===== src/rtl/mask_prng.sv =====
// mask_prng: fresh-mask generator built around a 32-bit maximal-length LFSR
// (x^32+x^22+x^2+x+1). A seed is loaded through a handshake. The LFSR is then
// warmed up, and WIDTH bits are handed out per accepted transfer. After
// RESEED_INTERVAL words the generator freezes until it is given a new seed.
module mask_prng #(
  parameter int unsigned WIDTH           = 8,
  parameter int unsigned WARMUP_CYCLES   = 8,
  parameter int unsigned RESEED_INTERVAL = 1024
) (
  input  logic             clk,
  input  logic             rst_n,
  input  logic             seed_valid,
  input  logic [31:0]      seed_data,
  output logic             seed_ready,
  output logic             rnd_valid,
  input  logic             rnd_ready,
  output logic [WIDTH-1:0] rnd,
  output logic             reseed_req
);

  typedef enum logic [1:0] {
    ST_IDLE    = 2'd0,
    ST_WARMUP  = 2'd1,
    ST_RUN     = 2'd2,
    ST_EXPIRED = 2'd3
  } state_e;

  localparam logic [7:0]  WARM_INIT     = 8'(WARMUP_CYCLES);
  localparam logic [15:0] INTERVAL_INIT = 16'(RESEED_INTERVAL);
  localparam bit          WARMUP_NONE   = (WARMUP_CYCLES == 32'd0);
  localparam bit          NEVER_EXPIRE  = (RESEED_INTERVAL == 32'd0);

  // Single LFSR step: shift left and insert the feedback bit at the bottom.
  function automatic logic [31:0] lfsr_step(input logic [31:0] s);
    logic fb;
    fb = s[31] ^ s[21] ^ s[1] ^ s[0];
    return {s[30:0], fb};
  endfunction

  // One advance consumes WIDTH steps, so every delivered word uses fresh bits.
  function automatic logic [31:0] lfsr_advance(input logic [31:0] s);
    logic [31:0] t;
    t = s;
    for (int i = 0; i < int'(WIDTH); i++) begin
      t = lfsr_step(t);
    end
    return t;
  endfunction

  state_e      state_q, state_d;
  logic [31:0] s_q, s_d;
  logic [7:0]  warm_cnt_q, warm_cnt_d;
  logic [15:0] words_left_q, words_left_d;
  logic        seed_ready_q, seed_ready_d;
  logic        rnd_valid_q, rnd_valid_d;
  logic        reseed_req_q, reseed_req_d;

  logic        seed_acc_s;
  logic        hs_s;
  logic [31:0] seed_fixed_s;

  assign seed_ready = seed_ready_q;
  assign rnd_valid  = rnd_valid_q;
  assign reseed_req = reseed_req_q;
  assign rnd        = s_q[WIDTH-1:0];

  // Next-state logic: seed load has priority over any advance, including a
  // handshake in the same cycle (that word still counts as consumed).
  always_comb begin
    state_d      = state_q;
    s_d          = s_q;
    warm_cnt_d   = warm_cnt_q;
    words_left_d = words_left_q;
    seed_acc_s   = seed_valid & seed_ready_q;
    hs_s         = rnd_valid_q & rnd_ready;
    // An all-zero seed would lock the LFSR, so it is replaced by 1.
    seed_fixed_s = (seed_data == 32'h0000_0000) ? 32'h0000_0001 : seed_data;

    if (seed_acc_s) begin
      s_d = seed_fixed_s;
      if (WARMUP_NONE) begin
        state_d      = ST_RUN;
        warm_cnt_d   = 8'd0;
        words_left_d = INTERVAL_INIT;
      end else begin
        state_d      = ST_WARMUP;
        warm_cnt_d   = WARM_INIT;
        words_left_d = words_left_q;
      end
    end else begin
      case (state_q)
        ST_IDLE: begin
          state_d = ST_IDLE;
        end
        ST_WARMUP: begin
          s_d = lfsr_advance(s_q);
          if (warm_cnt_q <= 8'd1) begin
            state_d      = ST_RUN;
            warm_cnt_d   = 8'd0;
            words_left_d = INTERVAL_INIT;
          end else begin
            state_d    = ST_WARMUP;
            warm_cnt_d = warm_cnt_q - 8'd1;
          end
        end
        ST_RUN: begin
          if (hs_s) begin
            s_d = lfsr_advance(s_q);
            if (NEVER_EXPIRE) begin
              words_left_d = words_left_q;
            end else if (words_left_q <= 16'd1) begin
              state_d      = ST_EXPIRED;
              words_left_d = 16'd0;
            end else begin
              words_left_d = words_left_q - 16'd1;
            end
          end else begin
            state_d = ST_RUN;
          end
        end
        ST_EXPIRED: begin
          state_d = ST_EXPIRED;
        end
        default: begin
          state_d      = ST_IDLE;
          s_d          = 32'h0000_0000;
          warm_cnt_d   = 8'd0;
          words_left_d = 16'd0;
        end
      endcase
    end
  end

  // Output decode from the next state so the flags are registered alongside it.
  always_comb begin
    seed_ready_d = 1'b1;
    rnd_valid_d  = 1'b0;
    reseed_req_d = 1'b0;
    case (state_d)
      ST_IDLE: begin
        seed_ready_d = 1'b1;
      end
      ST_WARMUP: begin
        seed_ready_d = 1'b0;
      end
      ST_RUN: begin
        rnd_valid_d = 1'b1;
      end
      ST_EXPIRED: begin
        reseed_req_d = 1'b1;
      end
      default: begin
        seed_ready_d = 1'b1;
        rnd_valid_d  = 1'b0;
        reseed_req_d = 1'b0;
      end
    endcase
  end

  // State, LFSR, counters and output flags; reset clears everything at once.
  always_ff @(posedge clk or negedge rst_n) begin
    if (!rst_n) begin
      state_q      <= ST_IDLE;
      s_q          <= 32'h0000_0000;
      warm_cnt_q   <= 8'd0;
      words_left_q <= 16'd0;
      seed_ready_q <= 1'b1;
      rnd_valid_q  <= 1'b0;
      reseed_req_q <= 1'b0;
    end else begin
      state_q      <= state_d;
      s_q          <= s_d;
      warm_cnt_q   <= warm_cnt_d;
      words_left_q <= words_left_d;
      seed_ready_q <= seed_ready_d;
      rnd_valid_q  <= rnd_valid_d;
      reseed_req_q <= reseed_req_d;
    end
  end

endmodule

===== config.mk =====
export PLATFORM = sky130hd
export DESIGN_NAME = mask_prng
export DESIGN_NICKNAME = d
export VERILOG_FILES = /design/src/rtl/mask_prng.sv
export SDC_FILE = /design/constraint.sdc
export NUM_CORES = 1
export LEC_CHECK = 0
export ABC_AREA = 0
export CAP_MARGIN = 10
export CORE_MARGIN = 4
export CORE_UTILIZATION = 55
export DETAILED_ROUTE_END_ITERATION = 10
export PLACE_DENSITY = 0.8
export SETUP_SLACK_MARGIN = 0.05
export SKIP_CTS_REPAIR_TIMING = 1
export SLEW_MARGIN = 25
export SYNTH_ARGS = -nofsm -noshare
export SYNTH_HDL_FRONTEND = slang
export SYNTH_SLANG_ARGS = --single-unit

===== constraint.sdc =====
create_clock -name clk -period 2.9 [get_ports clk]
set_clock_uncertainty 0.2 [all_clocks]
set_input_delay 0.58 -clock clk [delete_from_list [all_inputs] [get_ports clk]]
set_output_delay 0.58 -clock clk [all_outputs]
set_load 0.02 [all_outputs]

==> impl_metrics.env <==
export IMPL_ys_types=43
export IMPL_hold_class="reg -> reg"
export IMPL_vias=2943
export IMPL_slew_headroom=0.484
export IMPL_grt_pass1_wl_mm=13.1
export IMPL_placed_area_um2=3880
export IMPL_end_kind="flop"
export IMPL_syn_nets=419
export IMPL_tns_ns=0
export IMPL_yosysWarningCount=0
export IMPL_gp_congestion=0.914
export IMPL_yosysSeqAreaShare=0.450
export IMPL_grt_ovfl_total=0
export IMPL_startpoint="warm_cnt_q[6]"
export IMPL_period_share=0.861
export IMPL_cp_slowest_stage_delay_ns=0.56
export IMPL_worstMarginPinSlew_ns=0.766
export IMPL_required_ns=2.96
export IMPL_drc=0
export IMPL_synthFlopType="dfrtp_1"
export IMPL_wl_per_cell_um=16.4
export IMPL_die_x_um=86.6
export IMPL_numCtsBuffers=9
export IMPL_fin_area_um2=4100
export IMPL_via_per_inst=5.92
export IMPL_status="finished clean"
export IMPL_fp_dieArea_um2=7500
export IMPL_io_pins=47
export IMPL_dp_hpwl_mm=5.88
export IMPL_ir_worst_vdd_uv=871
export IMPL_post_route_cells_drive_above_1_share=0.0877
export IMPL_post_route_util=0.688
export IMPL_power_mw=5.50
export IMPL_synth_seq_cells=61
export IMPL_drv_slew=0
export IMPL_core_um2=5960
export IMPL_cts_buffer_depth=2
export IMPL_min_period_ns=2.50
export IMPL_crit_slowest_cell="or4_4"
export IMPL_clock_latency_ns=0.34
export IMPL_startpoint_type="flop"
export IMPL_crit_chain="or4_4, o31ai_4, nand4_1, or4_1, a21oi_1"
export IMPL_cap_violations=0
export IMPL_htree_num_levels=3
export IMPL_drtIter0Drc=373
export IMPL_final_hold_viol_count=0
export IMPL_io_buffers=46
export IMPL_finalWirelength_mm=8.13
export IMPL_die_h_um=86.6
export IMPL_rsz0062_at_grt="false"
export IMPL_syn_area_um2=3400
export IMPL_timing_fmax_mhz=400
export IMPL_crit_arrival_ns=2.56
export IMPL_synth_edf_count=0
export IMPL_min_from="warm_cnt_q[7]"
export IMPL_grt_usage=0.226
export IMPL_ant_nets=0
export IMPL_grt_pass1_vias=2737
export IMPL_path_max_fanout=10
export IMPL_initial_core_util=0.570
export IMPL_p_leak_nw=1.72
export IMPL_clock_sinks=61
export IMPL_synthToLayoutAreaGrowth_pct=20.7
export IMPL_avgSynthCellArea_um2=9.06
export IMPL_syn_inst=375
export IMPL_fin_nets=461
export IMPL_cts_tree="built"
export IMPL_power_density_nw_per_um2=1340
export IMPL_grt_antenna_before_repair=0
export IMPL_dr_pass1_iters=5
export IMPL_fin_hold_ws_ns=0.300
export IMPL_final_setup_viol_count=0
export IMPL_rows=28
export IMPL_critPathKind="reg -> reg"
export IMPL_grt_max_degree=31
export IMPL_clk_pin_slew_worst_paths_ns=0.07
export IMPL_async_reset_ff_frac=1.00
export IMPL_antennaDiodeCount=0
export IMPL_rr_startpoint="warm_cnt_q[6]"
export IMPL_cts_root_buf="clkbuf_8"
[sequential cells by signal, indices dropped and copies added (netlist names)]
name	flops
words_left_q	16
state_q	2
warm_cnt_q	8
s_q	32
seed_ready	1
reseed_req	1
rnd_valid	1
[cell usage in the layout, fill, tap and decap left out, types with 4 or more instances in the layout]
cell	Yosys	routed
a21oi_1	23	23
a22oi_1	9	9
a31oi_1	22	22
buf_4	8	9
clkbuf_8	0	12
clkdlybuf4s50_1	0	45
dfrtp_1	60	60
ha_1	8	8
inv_1	11	11
nand2_1	51	51
nand3_1	6	5
nand4_1	6	6
nor2_1	52	52
nor3_1	4	4
nor4_1	12	12
o21ai_0	14	14
o31ai_1	6	6
or3_1	7	7
or4_1	6	6
xnor2_1	16	16
xor2_1	9	9
[worst max-delay path, delay by kind of cell, from the launching register on]
kind / cells / cell delay, ns
flip-flops: 1 / 0.41
AO/OA/AOI/OAI: 2 / 0.43
AND/OR/NAND/NOR: 3 / 1.39
[final cells by class]
class                           count  area [um2]
Sequential cell                    61        1530
Multi-Input combinational cell    278        1690
Inverter                           11        41.3
Tap cell                           75        93.8
Fill cell                         479        1860
Timing Repair Buffer               56         533
Clock inverter                      3        42.5
Clock buffer                       13         169
[logic make-up (layout without fill, tap and decap cells)]
| logic type | after synthesis | count (layout) | synth area share |
|---|---|---|---|
| AND/OR/NAND/NOR | 155 | 155 | 0.216 |
| AO/OA/AOI/OAI | 88 | 88 | 0.174 |
| flip-flops | 61 | 61 | 0.450 |
| buffers and inverters | 36 | 83 | 0.0531 |
| XOR/XNOR | 27 | 27 | 0.0777 |
| adder cells (fa/ha/maj) | 8 | 8 | 0.0295 |
[synthesized netlist by cell type (2+ instances only)]
master    number  share of area
dfrtp_1       60           0.44
nor2_1        52          0.057
nand2_1       51          0.056
a21oi_1       23          0.034
a31oi_1       22          0.041
xnor2_1       16          0.041
clkbuf_1      15          0.017
o21ai_0       14          0.021
nor4_1        12          0.022
inv_1         11          0.012
a22oi_1        9          0.020
xor2_1         9          0.023
buf_4          8          0.018
ha_1           8          0.029
or3_1          7          0.013
nand3_1        6         0.0088
nand4_1        6          0.011
o31ai_1        6          0.013
or4_1          6          0.013
nor3_1         4         0.0059
or4_4          3         0.0099
buf_6          2         0.0066
nand2b_1       2         0.0037
o21a_1         2         0.0044
o31ai_4        2          0.013
xnor3_1        2          0.013
[metrics by stage]
stage,std cells,setup WS [ns]
floorplan,375,0.474
global placement,480,0.227
detailed placement,480,0.186
CTS,496,0.427
global route,497,0.208
finish,497,0.402
[layer usage]
| layer | track usage | vias to the layer above | share of wire |
|---|---|---|---|
| met4 | 0.109 | 0 | 0.021 |
| met3 | 0.0361 | 14 | 0.058 |
| met2 | 0.341 | 97 | 0.46 |
| met5 | 0 | - | 0 |
| li1 | - | 1407 | - |
| met1 | 0.318 | 1425 | 0.46 |
[worst paths after layout]
path	cells past startpoint	end	slack, ns
min in group asynchronous	2	words_left_q[0]	0.45
hold / removal	1	warm_cnt_q[7]	0.30
max in group asynchronous	3	words_left_q[4]	1.39
hold reg to reg	1	warm_cnt_q[7]	0.30
setup reg to reg	5	words_left_q[11]	0.40
setup / recovery	5	words_left_q[11]	0.40
[report_power, final]
part	leakage (nW)	internal, mW	switching [mW]	total [mW]
registers	0.741	1.24	0.365	1.61
logic	0.871	1.40	1.69	3.09
clock network	0.106	0.467	0.338	0.804
total	1.72	3.11	2.39	5.50
Note: power is estimated with default switching activity, not from simulation.
